`config.mk`:
```
export PLATFORM = sky130hd
export DESIGN_NAME = rv32i_instr_encoder
export DESIGN_NICKNAME = d
export VERILOG_FILES = /design/src/rtl/rv32i_instr_encoder.sv
export SDC_FILE = /design/constraint.sdc
export NUM_CORES = 1
export LEC_CHECK = 0
export ABC_AREA = 1
export CAP_MARGIN = 20
export CORE_MARGIN = 2
export CORE_UTILIZATION = 24
export DETAILED_ROUTE_END_ITERATION = 6
export GPL_TIMING_DRIVEN = 0
export PLACE_DENSITY = 0.44
export REMOVE_ABC_BUFFERS = 1
export SYNTH_ARGS = -nofsm -noshare
export SYNTH_HDL_FRONTEND = slang
export SYNTH_SLANG_ARGS = --single-unit
```
`constraint.sdc`:
```
create_clock -name clk -period 1.4 [get_ports clk]
set_input_delay 0.28 -clock clk [delete_from_list [all_inputs] [get_ports clk]]
set_output_delay 0.28 -clock clk [all_outputs]
set_load 0.005 [all_outputs]
```
`src/rtl/rv32i_instr_encoder.sv`:
```
// RV32I instruction encoder: packs decoded fields into a 32-bit word behind a 2-entry output skid buffer.
// Optional macro IMM_RANGE_CHECK_EN flags immediates that do not fit their format.
module rv32i_instr_encoder #(
  parameter int ADDR_W   = 10,
  parameter int ERRCNT_W = 8
) (
  input  logic                clk,
  input  logic                rst,
  input  logic                in_valid,
  output logic                in_ready,
  input  logic [2:0]          fmt,
  input  logic [6:0]          opcode,
  input  logic [4:0]          rd,
  input  logic [4:0]          rs1,
  input  logic [4:0]          rs2,
  input  logic [2:0]          funct3,
  input  logic [6:0]          funct7,
  input  logic [31:0]         imm,
  output logic                out_valid,
  input  logic                out_ready,
  output logic [31:0]         out_instr,
  output logic [ADDR_W-1:0]   out_addr,
  output logic                out_err,
  input  logic                addr_clr,
  output logic [ERRCNT_W-1:0] err_cnt
);

  localparam logic [31:0] NOP = 32'h0000_0013;

  logic [31:0] enc_instr;
  logic        enc_err;

`ifdef IMM_RANGE_CHECK_EN
  logic signed [31:0] imm_s;
  assign imm_s = imm;
`endif

  always_comb begin
    enc_instr = NOP;
    enc_err   = 1'b0;
    case (fmt)
      3'd0: enc_instr = {funct7, rs2, rs1, funct3, rd, opcode};
      3'd1: enc_instr = {imm[11:0], rs1, funct3, rd, opcode};
      3'd2: enc_instr = {imm[11:5], rs2, rs1, funct3, imm[4:0], opcode};
      3'd3: enc_instr = {imm[12], imm[10:5], rs2, rs1, funct3, imm[4:1], imm[11], opcode};
      3'd4: enc_instr = {imm[31:12], rd, opcode};
      3'd5: enc_instr = {imm[20], imm[10:1], imm[11], imm[19:12], rd, opcode};
      default: begin
        enc_instr = NOP;
        enc_err   = 1'b1;
      end
    endcase
`ifdef IMM_RANGE_CHECK_EN
    // The word is still built from the truncated bits; only the flag changes.
    case (fmt)
      3'd1, 3'd2: if (imm_s < -32'sd2048 || imm_s > 32'sd2047) enc_err = 1'b1;
      3'd3: if (imm_s < -32'sd4096 || imm_s > 32'sd4094 || imm[0]) enc_err = 1'b1;
      3'd4: if (imm[11:0] != 12'd0) enc_err = 1'b1;
      3'd5: if (imm_s < -32'sd1048576 || imm_s > 32'sd1048574 || imm[0]) enc_err = 1'b1;
      default: ;
    endcase
`endif
  end

  logic                head_valid_reg, head_valid_next;
  logic [31:0]         head_instr_reg, head_instr_next;
  logic                head_err_reg, head_err_next;
  logic                skid_valid_reg, skid_valid_next;
  logic [31:0]         skid_instr_reg, skid_instr_next;
  logic                skid_err_reg, skid_err_next;
  logic [ADDR_W-1:0]   addr_reg, addr_next;
  logic [ERRCNT_W-1:0] err_cnt_reg, err_cnt_next;
  logic                push, pop;

  assign in_ready  = ~skid_valid_reg;
  assign out_valid = head_valid_reg;
  assign out_instr = head_instr_reg;
  assign out_err   = head_err_reg;
  assign out_addr  = addr_reg;
  assign err_cnt   = err_cnt_reg;

  assign push = in_valid & in_ready;
  assign pop  = head_valid_reg & out_ready;

  always_comb begin
    head_valid_next = head_valid_reg;
    head_instr_next = head_instr_reg;
    head_err_next   = head_err_reg;
    skid_valid_next = skid_valid_reg;
    skid_instr_next = skid_instr_reg;
    skid_err_next   = skid_err_reg;
    if (pop) begin
      // A full skid blocks pushes, so pop-with-skid is a plain shift forward.
      if (skid_valid_reg) begin
        head_instr_next = skid_instr_reg;
        head_err_next   = skid_err_reg;
        skid_valid_next = 1'b0;
      end else if (push) begin
        head_instr_next = enc_instr;
        head_err_next   = enc_err;
      end else begin
        head_valid_next = 1'b0;
      end
    end else if (push) begin
      if (!head_valid_reg) begin
        head_valid_next = 1'b1;
        head_instr_next = enc_instr;
        head_err_next   = enc_err;
      end else begin
        skid_valid_next = 1'b1;
        skid_instr_next = enc_instr;
        skid_err_next   = enc_err;
      end
    end
  end

  always_comb begin
    addr_next    = addr_reg;
    err_cnt_next = err_cnt_reg;
    if (addr_clr)
      addr_next = '0;
    else if (pop)
      addr_next = addr_reg + 1'b1;
    if (pop && head_err_reg && err_cnt_reg != '1)
      err_cnt_next = err_cnt_reg + 1'b1;
  end

  always_ff @(posedge clk) begin
    if (rst) begin
      head_valid_reg <= 1'b0;
      head_instr_reg <= '0;
      head_err_reg   <= 1'b0;
      skid_valid_reg <= 1'b0;
      skid_instr_reg <= '0;
      skid_err_reg   <= 1'b0;
      addr_reg       <= '0;
      err_cnt_reg    <= '0;
    end else begin
      head_valid_reg <= head_valid_next;
      head_instr_reg <= head_instr_next;
      head_err_reg   <= head_err_next;
      skid_valid_reg <= skid_valid_next;
      skid_instr_reg <= skid_instr_next;
      skid_err_reg   <= skid_err_next;
      addr_reg       <= addr_next;
      err_cnt_reg    <= err_cnt_next;
    end
  end

endmodule
```
==> run metrics, run 1 <==
outcome=finished with violations; failing checks=negative setup slack; hold path start=rst; vias in the first global route=4636; Worst-path clk slew=0.07 ns; Hold Buf Count CTS=0; Num Clock Sinks=86; Clock Skews=0.009939 ns; reg-to-reg critical path startpoint=out_valid; Via Count=4639; Post-Syn Area per Cell=7.087 µm²; Post-Synth Simple-Gate Area=26.79%; commonest cells after routing, fill and taps aside=122 x nand2_1, 65 x clkdlybuf4s50_1, 63 x dfxtp_1; Fin. Hold Viols=0; final worst slack=-0.1317 ns; die area=18190 µm²; I/O pins=125; slew of the pin with the lowest slew margin=0.4779 ns; Nets=817; layout cells sized above 1=23.29%; CP Data Arrival Time=1.76 ns; Final period util=109.4%; hold slack=0.3517 ns; Required @ worst endpoint=1.63 ns; pin count of the biggest net entering global routing=48; Die Wd=134.9 µm; dpl hpwl=9.131 mm; post-synthesis compound-gate area fraction=22.07%; TritonCTS clock tree=yes; Synth Cell Area=4110 µm²; 1st-iter DRT viols=124; antenna-violating nets left=0; crit path capture type=flip-flop; DR pass1 iterations=4; # diodes=0; critical path launch point type=flip-flop; FF-to-FF End=out_instr[19]; Area Overhead vs Synth=63.90%; post-place setup slack=-1.732 ns; fmax=0.6529 GHz; Final setup viols=33; largest family of logic cells by synthesized area=simple AND/OR/NAND/NOR gates; commonest non-fill, non-tap cell in the layout=nand2_1; Tmin final=1.532 ns; Seq/Total Area, Yosys=41.89%; Worst R2R Path Depth=8; Hold EP=err_cnt[5]; Pwr Total=6854 µW; clk_lat worst skew=0.35 ns; final core utilization=40.48%; clock root buffer=clkbuf_16; leakage=0.002961 µW; GP Congestion=0.7852; final WL=15.99 mm; Yosys warnings=0; Slew HR=68.14%; total gr overflow=0; MaxCap Viol Count=0; Post-Synth XOR/XNOR Area=0.8524%; Mapped Cells=580; initial core utilization=24.70%; Rows=47; FF+latch count, synth=86; first-pass GRT wire length=25.08 mm; Max clock buf depth=2; Worst Setup Path Type=reg -> reg; total CTS buffers=9; core area=16640 µm²; Final Max Slew Viols=0; worst-path fanout max=7; RSZ-0062 raised after global routing=true; PwrDens=1018 nW/µm²; Hold WC Path Type=in -> reg; VDD IR max=0.0006441 V; Port-buffer cells=124; R2R setup slack=-0.13 ns; Cells on Worst Hold Path=2; H-Tree Depth=3; detailed-route DRC error count=0; Synth cell types=32; Chip Height=134.9 µm; detail-routed via count per cell=4.797; Synth Area in Adders=0.9132%; drt wl/cell=16.54 µm; gr usage total=17.95%; multiplexer share of the synthesized area=0%; initial antenna violation count=0
==> cell families after synthesis <==
kind of cell | count (synthesis)
adders and majority gates | 3
xor gates and xnor gates | 4
DFF | 86
and+or+nand+nor | 244
AOI/OAI and AO/OA | 175
buffers and inverters | 68
==> report_power, final <==
part / total, µW / switching [µW] / internal, µW
Combinational: 1480 / 772 / 706
Clock: 2660 / 1080 / 1580
Sequential: 2710 / 104 / 2610
Total: 6850 / 1960 / 4900
==> worst max path at each step <==
stage,startpoint,to,slack (ns),cells after the start
2_1_floorplan,out_valid,out_instr[20],-0.76,6
3_3_place_gp,out_ready,out_instr[18],-2.44,7
3_5_place_dp,out_ready,out_instr[18],-1.73,7
4_1_cts,out_valid,out_instr[18],-0.11,8
5_1_grt,out_valid,out_instr[28],-0.20,8
6_report,out_valid,out_instr[19],-0.13,8
==> what timing repair did <==
action | CTS | global route
pin swaps | 24 | 18
endpoints found under the setup margin | 138 | 81
setup buffers | 37 | 11
gates resized for setup | 167 | 40
gates cloned | 9 | 0
==> layout make-up <==
class	count	area (µm²)
clock buffer	10	229.0
clock inverter	6	93.84
fill	1698	9906
inverter	38	193.9
multi-input combinational	430	2399
sequential	86	1768
tap	220	275.3
timing repair buffer	174	1725
timing repair inverter	3	52.55
==> Yosys cell counts (all sizes together) <==
cell type  instances  area [µm²]
nand2            130       510.5
dfxtp             86        1722
o21ai             80       400.4
a21oi             79       395.4
nor2              65       294.0
inv               38       147.6
nand3             32       160.2
buf               22       130.1
a31oi             12       75.07
clkbuf             8       30.03
nand4              7       43.79
nor3               4       53.80
ha                 3       37.54
or2                3       18.77
o211ai             2       15.01
xnor2              2       17.52
xor2               2       17.52
a2111oi            1       8.760
a211oi             1       12.51
and2               1       6.260
and3               1       6.260
nor3b              1       7.510
==> stage by stage <==
step | area (µm²) | cells | TNS [ns]
after floorplan | 3950 | 550 | -25.25
after global placement | 5466 | 894 | -140.43
after detailed placement | 5514 | 896 | -91.67
after CTS | 6523 | 958 | -2.691
after global routing | 6736 | 967 | -4.846
final | 6736 | 967 | -2.375
==> layer usage <==
| metal | part of all wire [%] | up-vias | track usage, % |
|---|---|---|---|
| met5 | 0 | - | 0 |
| met4 | 1.7 | 0 | 5.965 |
| met3 | 6.8 | 21 | 5.293 |
| met2 | 47 | 135 | 29.30 |
| met1 | 45 | 2200 | 22.69 |
| li1 | - | 2283 | - |
==> worst max-delay path: stages, from the launching register on <==
cell	delay, ns
dfxtp_4	0.39
nand2_8	0.07
ha_4	0.18
nor3_4	0.15
buf_6	0.13
buf_12	0.19
inv_12	0.07
a21oi_2	0.13
a21oi_1	0.09
(Power assumes the default switching activity.)
==> run 2: changes to the inputs <==
--- a/config.mk
+++ b/config.mk
@@ -5,14 +5,13 @@
 export SDC_FILE = /design/constraint.sdc
 export NUM_CORES = 1
 export LEC_CHECK = 0
-export ABC_AREA = 1
-export CAP_MARGIN = 20
 export CORE_MARGIN = 2
 export CORE_UTILIZATION = 24
 export DETAILED_ROUTE_END_ITERATION = 6
 export GPL_TIMING_DRIVEN = 0
 export PLACE_DENSITY = 0.44
 export REMOVE_ABC_BUFFERS = 1
+export SETUP_SLACK_MARGIN = 0.02
 export SYNTH_ARGS = -nofsm -noshare
 export SYNTH_HDL_FRONTEND = slang
 export SYNTH_SLANG_ARGS = --single-unit
==> run metrics, run 2 <==
clock root buffer=clkbuf_16; Comb power frac=21.9%; DR pass1 iterations=4; cell internal pwr=5033 µW; Hold WC Path Type=in -> reg; CP cell instances=inv_4 > nand2_4 > ha_4 > o21bai_4 > or2_4 > buf_6 > buf_16 > a21oi_4 > a211oi_2; layout cells sized above 1=24.27%; Synth Cell Area=4164 µm²; outcome=finished with violations; R2R setup slack=-0.33 ns; Worst Setup EP=out_instr[23]; CP Data Arrival Time=1.95 ns; total CTS buffers=9; detail-routed via count per cell=4.916; crit path capture type=flip-flop; leakage=0.002868 µW; Die Wd=135.7 µm; Via Count=4326; Final period util=123.9%; # diodes=0; Worst-path clk slew=0.07 ns; Required @ worst endpoint=1.61 ns; Seq/Total Area, Yosys=41.35%; Final Max Slew Viols=0; sw frac=26.55%; Clock Skews=0.01181 ns; detailed-route DRC error count=0; Max clock buf depth=2; initial core utilization=24.33%; H-Tree Depth=3; share of the synthesized area in the top cell type=41.35%; GP Congestion=0.7431; Chip Height=135.7 µm; Worst path slowest cell=dfxtp_4; TritonCTS clock tree=yes; Buf/Inv on CP=3; top cells by area, synth=dfxtp_1 41%, nor2_1 6.4%, a21oi_1 4.9%; Post-Syn Area per Cell=8.463 µm²; fillers=1738; Crit path max-delay family=flip-flops; Worst Setup Path Type=reg -> reg; Tmin final=1.734 ns; 1st-iter DRT viols=165; Slew HR=55.56%; CP peak stage delay=0.36 ns; Top FF cell, synth=dfxtp_1; Hold Buf Count CTS=0; total gr overflow=0; dpl hpwl=8.671 mm; Mapped Cells=492; antenna-violating nets left=0; core area=17120 µm²; commonest cells in the netlist=86 x dfxtp_1, 71 x nor2_1, 41 x a21oi_1, 39 x nand2_1, 26 x nand3_1; most frequent cell after synthesis=dfxtp_1; drt wl/cell=17.76 µm; setup_tns=-15.17 ns; Port-buffer cells=124; biggest area consumer among synthesized cells=dfxtp_1; Fin. Hold Viols=0; reg-to-reg critical path startpoint=skid_valid_reg; Clk pwr share=39.3%; Area Overhead vs Synth=64.99%; FF-to-FF End=out_instr[23]; pin count of the biggest net entering global routing=72; VDD IR max=0.0006281 V; die area=18420 µm²; fmax=0.5767 GHz; commonest cells after routing, fill and taps aside=70 x nor2_1, 65 x clkdlybuf4s50_1, 60 x dfxtp_1; failing checks=negative setup slack; multi-input combinational cell area=2454 µm²; worst-path fanout max=8; commonest non-fill, non-tap cell in the layout=nor2_1; Synth cell types=48; Nets=726; first-pass GRT wire length=24.10 mm; Yosys warnings=0; I/O pins=125; Num Clock Sinks=86; Seq pwr share=38.8%; EDFF count, synth=0; slew of the pin with the lowest slew margin=0.6666 ns; final WL=15.63 mm; initial antenna violation count=0; final worst slack=-0.3341 ns; hold slack=0.3825 ns; critical path launch point type=flip-flop; Worst Setup SP=skid_valid_reg; PwrDens=997.4 nW/µm²; Async S/R FF share, synth=0%; Worst R2R Path Depth=9; Switch Pwr=1819 µW; Rows=48; RSZ-0062 raised after global routing=true; Final setup viols=69; gr usage total=17.20%; FF+latch count, synth=86; MaxCap Viol Count=0; Crit. path cell count=9; vias in the first global route=4255; clk_lat worst skew=0.35 ns; Register Area=1779 µm²
==> run 2: cell types whose count changed after synthesis, moves of 12 or more <==
cell / change
o211a_1: +12
a211o_1: +12
o21ai_1: -27
a21oi_1: -38
nor2b_1: +12
o21ai_0: -38
a31oi_1: -12
nor3_1: +13
nand2_1: -86
inv_1: -20
a211oi_1: +23
==> run 2: power by group through the flow <==
stage	registers (µW)	logic (µW)	clock network [µW]
finish	2660	1500	2690
global route	2680	1620	2870
CTS	2660	1430	2760
detailed placement	2730	1120	0
global placement	2730	1080	0
floorplan	2730	466	0
==> run 2: logic make-up after synthesis <==
logic type	after synthesis	share of synthesized area, %
and+or+nand+nor	190	21.37
AOI/OAI and AO/OA	141	25.00
DFF	86	41.35
buffers and inverters	46	5.378
muxes	14	3.486
xor gates and xnor gates	12	2.524
adders and majority gates	3	0.9015
==> run 2: cell type report <==
| class | count | area share, % |
|---|---|---|
| sequential | 86 | 25.90 |
| multi-input combinational | 361 | 35.71 |
| inverter | 6 | 0.3824 |
| tap | 225 | 4.098 |
| clock inverter | 3 | 0.9834 |
| clock buffer | 12 | 3.733 |
| timing repair buffer | 187 | 29.19 |
==> run 2: metal layers <==
layer / GRT usage (%) / share of wire [%]
met1: 22.35 / 47
met2: 27.97 / 47
met3: 3.517 / 4.0
met4: 6.655 / 1.8
met5: 0 / 0
==> run 2: worst min path at each step <==
| stage | startpoint | cells past startpoint | slack (ns) | to |
|---|---|---|---|---|
| finish | rst | 2 | 0.38 | err_cnt[3] |
| global route | rst | 2 | 0.41 | err_cnt[4] |
| CTS | out_ready | 3 | 0.38 | out_addr[1] |
| detailed placement | out_instr[9] | 2 | 0.45 | out_instr[9] |
| global placement | skid_instr_reg[5] | 2 | 0.44 | skid_instr_reg[5] |
| floorplan | rst | 1 | 0.35 | out_instr[0] |
==> run 2: metrics by stage <==
stage / total power [µW] / setup slack (ns) / area (µm²) / utilization (%) / std cells
2_1_floorplan: 3193 / -0.8522 / 3963 / - / 452
3_3_place_gp: 3814 / -3.924 / 5485 / 32.05 / 801
3_5_place_dp: 3851 / -1.551 / 5553 / 32.44 / 804
4_1_cts: 6845 / -0.3240 / 6690 / 39.09 / 872
5_1_grt: 7163 / -0.3910 / 6870 / 40.14 / 880
6_report: 6852 / -0.3341 / 6870 / 40.14 / 880
==> run 2: repair_timing <==
| item | 4_1_cts | 5_1_grt |
|---|---|---|
| gates cloned | 10 | 1 |
| resized for setup | 168 | 24 |
| buffers inserted | 43 | 8 |
| pin swaps | 21 | 24 |
| endpoints found under the setup margin | 135 | 81 |
